File: config.mk
export PLATFORM = sky130hd
export DESIGN_NAME = main
export DESIGN_NICKNAME = d
export VERILOG_FILES = /design/src/rtl/main.sv
export SDC_FILE = /design/constraint.sdc
export NUM_CORES = 1
export LEC_CHECK = 0
export CORE_UTILIZATION = 45
export DETAILED_ROUTE_END_ITERATION = 10
export PLACE_DENSITY = 0.76
export REMOVE_ABC_BUFFERS = 1
export SYNTH_ARGS = -nofsm -noshare
export SYNTH_HDL_FRONTEND = slang
export SYNTH_SLANG_ARGS = --single-unit
File: constraint.sdc
create_clock -name clk -period 1.65 [get_ports clk]
set_clock_uncertainty 0.15 [all_clocks]
set_input_delay 0.33 -clock clk [delete_from_list [all_inputs] [get_ports clk]]
set_output_delay 0.33 -clock clk [all_outputs]
set_load 0.05 [all_outputs]
File: src/rtl/main.sv
// rtl/main.sv - A5/1-style majority-clocked keystream generator
module main (
    input  logic        clk,
    input  logic        load,
    input  logic [63:0] key,
    output logic        encryption
);

    logic [18:0] r1_q, r1_d;
    logic [21:0] r2_q, r2_d;
    logic [22:0] r3_q, r3_d;
    logic        maj;

    // Majority vote over the clocking taps; each register advances only if it agrees
    always_comb begin
        r1_d = r1_q;
        r2_d = r2_q;
        r3_d = r3_q;
        maj  = (r1_q[8] & r2_q[10]) | (r1_q[8] & r3_q[10]) | (r2_q[10] & r3_q[10]);
        if (r1_q[8] == maj) begin
            r1_d = {r1_q[17:0], r1_q[18] ^ r1_q[17] ^ r1_q[16] ^ r1_q[13]};
        end
        if (r2_q[10] == maj) begin
            r2_d = {r2_q[20:0], r2_q[21] ^ r2_q[20]};
        end
        if (r3_q[10] == maj) begin
            r3_d = {r3_q[21:0], r3_q[22] ^ r3_q[21] ^ r3_q[20] ^ r3_q[7]};
        end
    end

    // Load restarts the sequence from the key with no step on that edge
    always_ff @(posedge clk) begin
        if (load) begin
            r1_q <= key[63:45];
            r2_q <= key[44:23];
            r3_q <= key[22:0];
        end else begin
            r1_q <= r1_d;
            r2_q <= r2_d;
            r3_q <= r3_d;
        end
    end

    // Keystream bit taken straight from the register MSBs, no output stage
    assign encryption = r1_q[18] ^ r2_q[21] ^ r3_q[22];

endmodule

; After elaboration in Yosys (flattened, before gate mapping)
; Cells that the tools add are included.
[word_totals]
out_inout_bits = 1
in_bits = 66
wordCells = 29
register_bits = 64
[op_classes]
bitwise_logic = 14
eq_ne = 3
mux = 6
n_reduce_logical = 3
[ops]
columns = cell, count
row1 = 23-bit 2-to-1 mux, 2
row2 = 22-bit 2-to-1 mux, 2
row3 = 19-bit 2-to-1 mux, 2
row4 = 1-bit bitwise XOR, 9
row5 = 2-bit nonzero test, 3
row6 = 1-bit AND, 3
row7 = 1-bit equality test, 3
row8 = 1-bit OR, 2

; Logic depth before layout (Yosys ltp)
; Gate-level depths: netlist (run 1).
[logic_depth]
word_depth = 6
depth_mapped = 4

; Worst setup path after synthesis (run 1)
; Ideal clock, no wire load.
[synth_path]
path_type = reg-to-output
from = reg r2_q[21]
to = out encryption
path_stages_with_launch = 3
n_path_buf = 0
arrival_time_ns = 1.377
t_required_ns = 1.170
setup_slack_ns = -0.207
path_cell_list = edfxtp_1 -> xnor2_1 -> xnor2_1
[synth_via]
elab_chain_len = 2
[synth_lines]
columns = element, line
row1 = from (decl), 10  ; logic [21:0] r2_q, r2_d;
row2 = from (signal assigned), 35  ; r2_q <= key[44:23];
row3 = from (signal assigned), 39  ; r2_q <= r2_d;
row4 = 1-bit bitwise XOR (2 in a row), 45  ; assign encryption = r1_q[18] ^ r2_q[21] ^ r3_q[22];
row5 = to (decl), 6  ; output logic encryption
; Every way passes these cells.

; Final worst setup path (run 1)
; Ends and elaborated chain as after synthesis.

==> results of run 1 <==
-- state kept, by name (all words and copies together), names as in the netlist --
name  count
r2_q     22
r3_q     23
r1_q     19
-- per-layer routing --
metal / vias to the layer above / routed length (µm) / GRT usage [%]
met5: - / 0 / 0
met4: 0 / 60 / 7.89
met3: 7 / 383 / 7.11
met2: 47 / 2310 / 24.5
met1: 768 / 2140 / 21.1
li1: 768 / - / -
-- where the power goes --
part,switching [W],internal [W],total [W]
Sequential,0.000144,0.00228,0.00243
Combinational,0.000361,0.000589,0.000951
Clock,0.000558,0.000667,0.00123
Total,0.00106,0.00354,0.00460
-- path summary, 6_finish.rpt --
check	start	endpoint	slack, ps	cells past startpoint
setup / recovery	r2_q[21]	encryption	-170	3
hold / removal	r2_q[16]	r2_q[17]	400	1
setup reg to reg	r3_q[10]	r1_q[18]	50	3
hold reg to reg	r2_q[16]	r2_q[17]	400	1
-- cell families after synthesis --
family,Yosys count,share of synthesized area (%)
flip-flops,64,67.0
multiplexers,61,23.9
AND/OR/NAND/NOR,10,2.05
XOR/XNOR,9,2.75
buffers and inverters,8,3.01
AO/OA/AOI/OAI,6,1.31
-- metrics by stage --
step           power (W)  hold WS, ps  TNS, ps  setup WS, ps
3_3_place_gp     0.00336          377        0           101
2_1_floorplan    0.00291          367    -1260          -207
6_report         0.00460          397     -174          -174
5_1_grt          0.00482          412     -236          -236
4_1_cts          0.00462          399     -283          -283
3_5_place_dp     0.00339          384        0          55.4
-- final cells by class --
| cell class | count | area share [%] |
|---|---|---|
| clock buffer | 9 | 3.19 |
| tap | 75 | 2.42 |
| timing repair buffer | 77 | 20.9 |
| sequential | 64 | 49.5 |
| multi-input combinational | 86 | 22.6 |
| clock inverter | 6 | 1.32 |
-- cells in the final DEF (no fill, tap or decap), drive strengths merged --
cell type / n
clkbuf: 9
a21o: 3
xnor2: 9
bufinv: 1
o21ai: 3
or3b: 2
nor2: 1
nand3b: 3
clkinv: 5
mux2: 61
clkdlybuf4s50: 64
buf: 13
edfxtp: 64
nand2: 4
-- what timing repair did --
item,CTS,global route
endpoints found under the setup margin,1,1
pin swaps,0,1
gates resized for setup,0,2
setup buffers,0,1
==> results_dict.tcl, run 1 <==
set metrics [dict create \
    drt_iter0_drc 127 \
    coreArea_um2 6030 \
    max_stage_delay_ps 460 \
    syn-cell-area_um2 2870 \
    synth.avg_cell_area_um2 18.2 \
    synth.yosys.seq_area_share_pct 67.0 \
    finalCoreUtilization_pct 64.4 \
    fillCellCount 453 \
    track_usage_pct 16.7 \
    clockBufferDepth 2 \
    setup.worst_path.start_class "register" \
    final_area_um2 3880 \
    leakage_nw 1.40 \
    numCtsBuffers 9 \
    grt_antenna_before_repair 0 \
    placedCellCount 301 \
    cts.sinks 64 \
    area_growth_pct 35.1 \
    synth.top_cell.area_share_pct 67.0 \
    core.rowCount 28 \
    setup_ws_ps -174 \
    relSlewSlack_pct 85.7 \
    arrival_ps 1340 \
    drt-total-wl_mm 4.90 \
    max_cap_violations 0 \
    synth_cell_type_count 11 \
    violations "negative setup slack" \
    grt-ovfl-total 0 \
    diodes 0 \
    routedWlPerCell_um 15.5 \
    final-hold-violation-count 0 \
    peakVddDrop_mv 0.564 \
    synth_top_cell_by_area "edfxtp_1" \
    report.final.slew_viol_count 0 \
    synth_warnings 0 \
    critPathMaxFanout 2 \
    synth_seq_cells 64 \
    crit_path_end_kind "output pin" \
    cellPowerDensity_nw_per_um2 1190 \
    cp.required_ps 1170 \
    crit_chain "xnor2_2 > xnor2_2 > buf_12" \
    crit_top_cell "xnor2_2" \
    io_pins 67 \
    seq_area_um2 1920 \
    grt_max_degree 41 \
    yosysMostFrequentCell "edfxtp_1" \
    chipHeight_um 81.9 \
    rsz0062_at_grt "true" \
    crit_type "reg2out" \
    grt_pass1_wl_mm 7.77 \
    cts_root_buf "clkbuf_8" \
    clkLatencyLatePin_ps 340 \
    cts_tree "built" \
    dpl.hpwl_mm 3.32 \
    multi_input_area_um2 877 \
    status "finished, violations left" \
    final_cell_count_no_fill 317 \
    place_area_um2 3680 \
    dieArea_um2 6700 \
    die_width_um 81.9 \
    setup-violations-final 1 \
    synthFlopType "edfxtp_1" \
    cp_slowest_cell "edfxtp_1" \
    synth_edf_count 64 \
    worst_pin_slew_ps 215 \
    finalCriticalPeriod_ps 1820 \
    post-route-period-util_pct 111 \
    async_reset_ff_share_pct 0 \
    critPathBufInv 1 \
    start_util_pct 47.6 \
    drcViolationCount 0 \
    synth_area_leaders "edfxtp_1 67%, mux2_2 24%, buf_6 2.7%" \
    max_freq_mhz 548 \
    critPathTopFamily "flip-flops" \
    io_buffers 66 \
    hold_class "reg2reg" \
    final_nets 304 \
    place.gp.congestion 0.691 \
    holdBufCountCts 0 \
    ys_top_cells_by_count "64 x edfxtp_1, 61 x mux2_2, 9 x xnor2_1" \
    viasPerCell 5.02 \
    synth_cells 158 \
    vias 1590 \
    drtAntennaViolNets 0 \
    drive_gt1_share_pct 36.4 \
    clkSlewWorstSetupHoldPaths_ps 70 \
    grt_pass1_vias 1586 \
    first_pass_iters 4 \
    htreeDepth 3 \
]
Note: power is estimated with default switching activity, not from simulation.
==> run 2: changes to the inputs <==
--- a/config.mk
+++ b/config.mk
@@ -6,8 +6,9 @@
 export NUM_CORES = 1
 export LEC_CHECK = 0
 export CORE_UTILIZATION = 45
+export CTS_BUF_LIST = sky130_fd_sc_hd__clkbuf_4 sky130_fd_sc_hd__clkbuf_8 sky130_fd_sc_hd__clkbuf_16
 export DETAILED_ROUTE_END_ITERATION = 10
-export PLACE_DENSITY = 0.76
+export PLACE_DENSITY = 0.79
 export REMOVE_ABC_BUFFERS = 1
 export SYNTH_ARGS = -nofsm -noshare
 export SYNTH_HDL_FRONTEND = slang
==> run 2 against run 1 <==
Compared with the run above:
- the flow still finishes with violations (negative setup slack)
- count of clock-buffer cells in the layout unchanged
- critical path depth unchanged
- hold slack worse by 2.6 ps
- register-to-register slack about the same
- power down 3.2%
- sequential power about the same
- sequential share of layout area up 0.13 points
- die area unchanged
- sequential cell count unchanged
- non-clock buffer count up 2
- global-route usage down 0.056 points
- largest power group unchanged
- via count up 1.4%
==> results_dict.tcl, run 2 (synthesis results as in run 1) <==
set metrics [dict create \
    status "finished, violations left" \
    violations "negative setup slack" \
    crit_path_end_kind "output pin" \
    critPathTopFamily "flip-flops" \
    sw_frac_of_total_pct 23.8 \
    first_pass_iters 4 \
    start_util_pct 47.6 \
    cellPowerDensity_nw_per_um2 1150 \
    report.final.slew_viol_count 0 \
    final_nets 306 \
    grt_antenna_before_repair 0 \
    holdBufCountCts 0 \
    die_width_um 81.9 \
    p_switching_w 0.00106 \
    cts.sinks 64 \
    peakVddDrop_mv 0.563 \
    vias 1613 \
    grt_pass1_wl_mm 7.89 \
    grt_pass1_vias 1733 \
    routedWlPerCell_um 15.0 \
    clockBufferDepth 2 \
    drcViolationCount 0 \
    wl_met1_mm 2.04 \
    drtAntennaViolNets 0 \
    cp_slowest_cell "edfxtp_1" \
    critPathBufInv 1 \
    clkSlewWorstSetupHoldPaths_ps 70 \
    finalCriticalPeriod_ps 1780 \
    cts_root_buf "clkbuf_8" \
    final_cell_count_no_fill 318 \
    setup_ws_ps -129 \
    drt_iter0_drc 63 \
    max_freq_mhz 562 \
    relSlewSlack_pct 87.4 \
    final-hold-violation-count 0 \
    dieArea_um2 6700 \
    setup-violations-final 1 \
    crit_type "reg2out" \
    top_layer "met4" \
    place.gp.congestion 0.695 \
    largest_register_ffs 23 \
    grt_max_degree 30 \
    clockPowerShare_pct 24.2 \
    setup.worst_path.start_class "register" \
    wl_met3_um 350 \
    finalPower_w 0.00446 \
    worst_pin_slew_ps 188 \
    rsz0062_at_grt "true" \
    leakage_nw 1.40 \
    critPathMaxFanout 2 \
    clkLatencyLatePin_ps 340 \
    crit_top_cell "xnor2_2" \
    top_register "r3_q" \
    htreeDepth 3 \
    track_usage_pct 16.6 \
    max_stage_delay_ps 450 \
    combinationalPowerShare_pct 21.6 \
    coreArea_um2 6030 \
    p_int_w 0.00340 \
    viasPerCell 5.07 \
    hold_class "reg2reg" \
    core.rowCount 28 \
    dpl.hpwl_mm 3.26 \
    io_buffers 66 \
    diodes 0 \
    crit_chain "xnor2_2 > xnor2_2 > buf_12" \
    cts_tree "built" \
    cp.required_ps 1170 \
    route.met2.wl_mm 2.33 \
    p_seq_share_pct 54.2 \
    drt-total-wl_mm 4.78 \
    arrival_ps 1300 \
    post-route-period-util_pct 108 \
    top_regs "r3_q x23, r2_q x22, r1_q x19" \
    drive_gt1_share_pct 37.4 \
    chipHeight_um 81.9 \
    io_pins 67 \
    area_growth_pct 34.8 \
    placedCellCount 301 \
    grt-ovfl-total 0 \
    numCtsBuffers 9 \
    max_cap_violations 0 \
    setup_tns_ps -129 \
    final_cell_mix "64 x clkdlybuf4s50_1, 64 x edfxtp_1, 61 x mux2_2" \
]
-- run 2: changes by cell type in the layout (fill, tap and decap cells not counted), sizes merged --
cell      delta
buf          +2
clkinvlp     +1
bufinv       -1
clkinv       -1
-- run 2: per-layer routing --
metal / global-route usage, % / vias up
li1: - / 771
met1: 19.5 / 781
met2: 27.4 / 55
met3: 7.22 / 6
met4: 5.26 / 0
met5: 0 / -
-- run 2: cell type report --
cell class / count / area [µm²]
fillers: 450 / 2160
well taps: 75 / 93.8
clock buffers: 9 / 124
clock inverters: 5 / 26.3
multi-input cells: 86 / 877
flip-flops and latches: 64 / 1920
repair buffers: 79 / 826
-- run 2: worst reg2reg max path, stage by stage, from the launching register on --
cell and delay, ps:
edfxtp_1 420, or3b_1 400, a21o_1 210, buf_12 160
-- run 2: power groups by stage --
stage | combinational [W] | clock, W | sequential, W
6_report | 0.000963 | 0.00108 | 0.00242
2_1_floorplan | 0.000499 | 0 | 0.00241
5_1_grt | 0.00105 | 0.00117 | 0.00246
3_3_place_gp | 0.000914 | 0 | 0.00243
4_1_cts | 0.000945 | 0.00111 | 0.00242
3_5_place_dp | 0.000927 | 0 | 0.00245
-- run 2: what timing repair did --
item                       in CTS  in global routing
resized for setup               0                  2
setup buffers                   1                  2
pin swaps                       1                  2
setup endpoints to repair       1                  1
-- run 2: final timing paths --
| kind | start | to | slack (ps) | cells past startpoint |
|---|---|---|---|---|
| worst min register to register | r1_q[12] | r1_q[13] | 390 | 1 |
| worst max register to register | r1_q[8] | r2_q[14] | 50 | 3 |
| worst min-delay path | r1_q[12] | r1_q[13] | 390 | 1 |
| worst max-delay path | r2_q[21] | encryption | -130 | 3 |
-- run 2: metrics by stage --
step / utilization, % / area, µm² / setup slack, ps / hold slack (ps)
2_1_floorplan: - / 2780 / -207 / 367
3_3_place_gp: 61.1 / 3680 / 94.8 / 379
3_5_place_dp: 61.1 / 3680 / 67.7 / 385
4_1_cts: 63.7 / 3840 / -228 / 396
5_1_grt: 64.2 / 3870 / -192 / 400
6_report: 64.2 / 3870 / -129 / 394
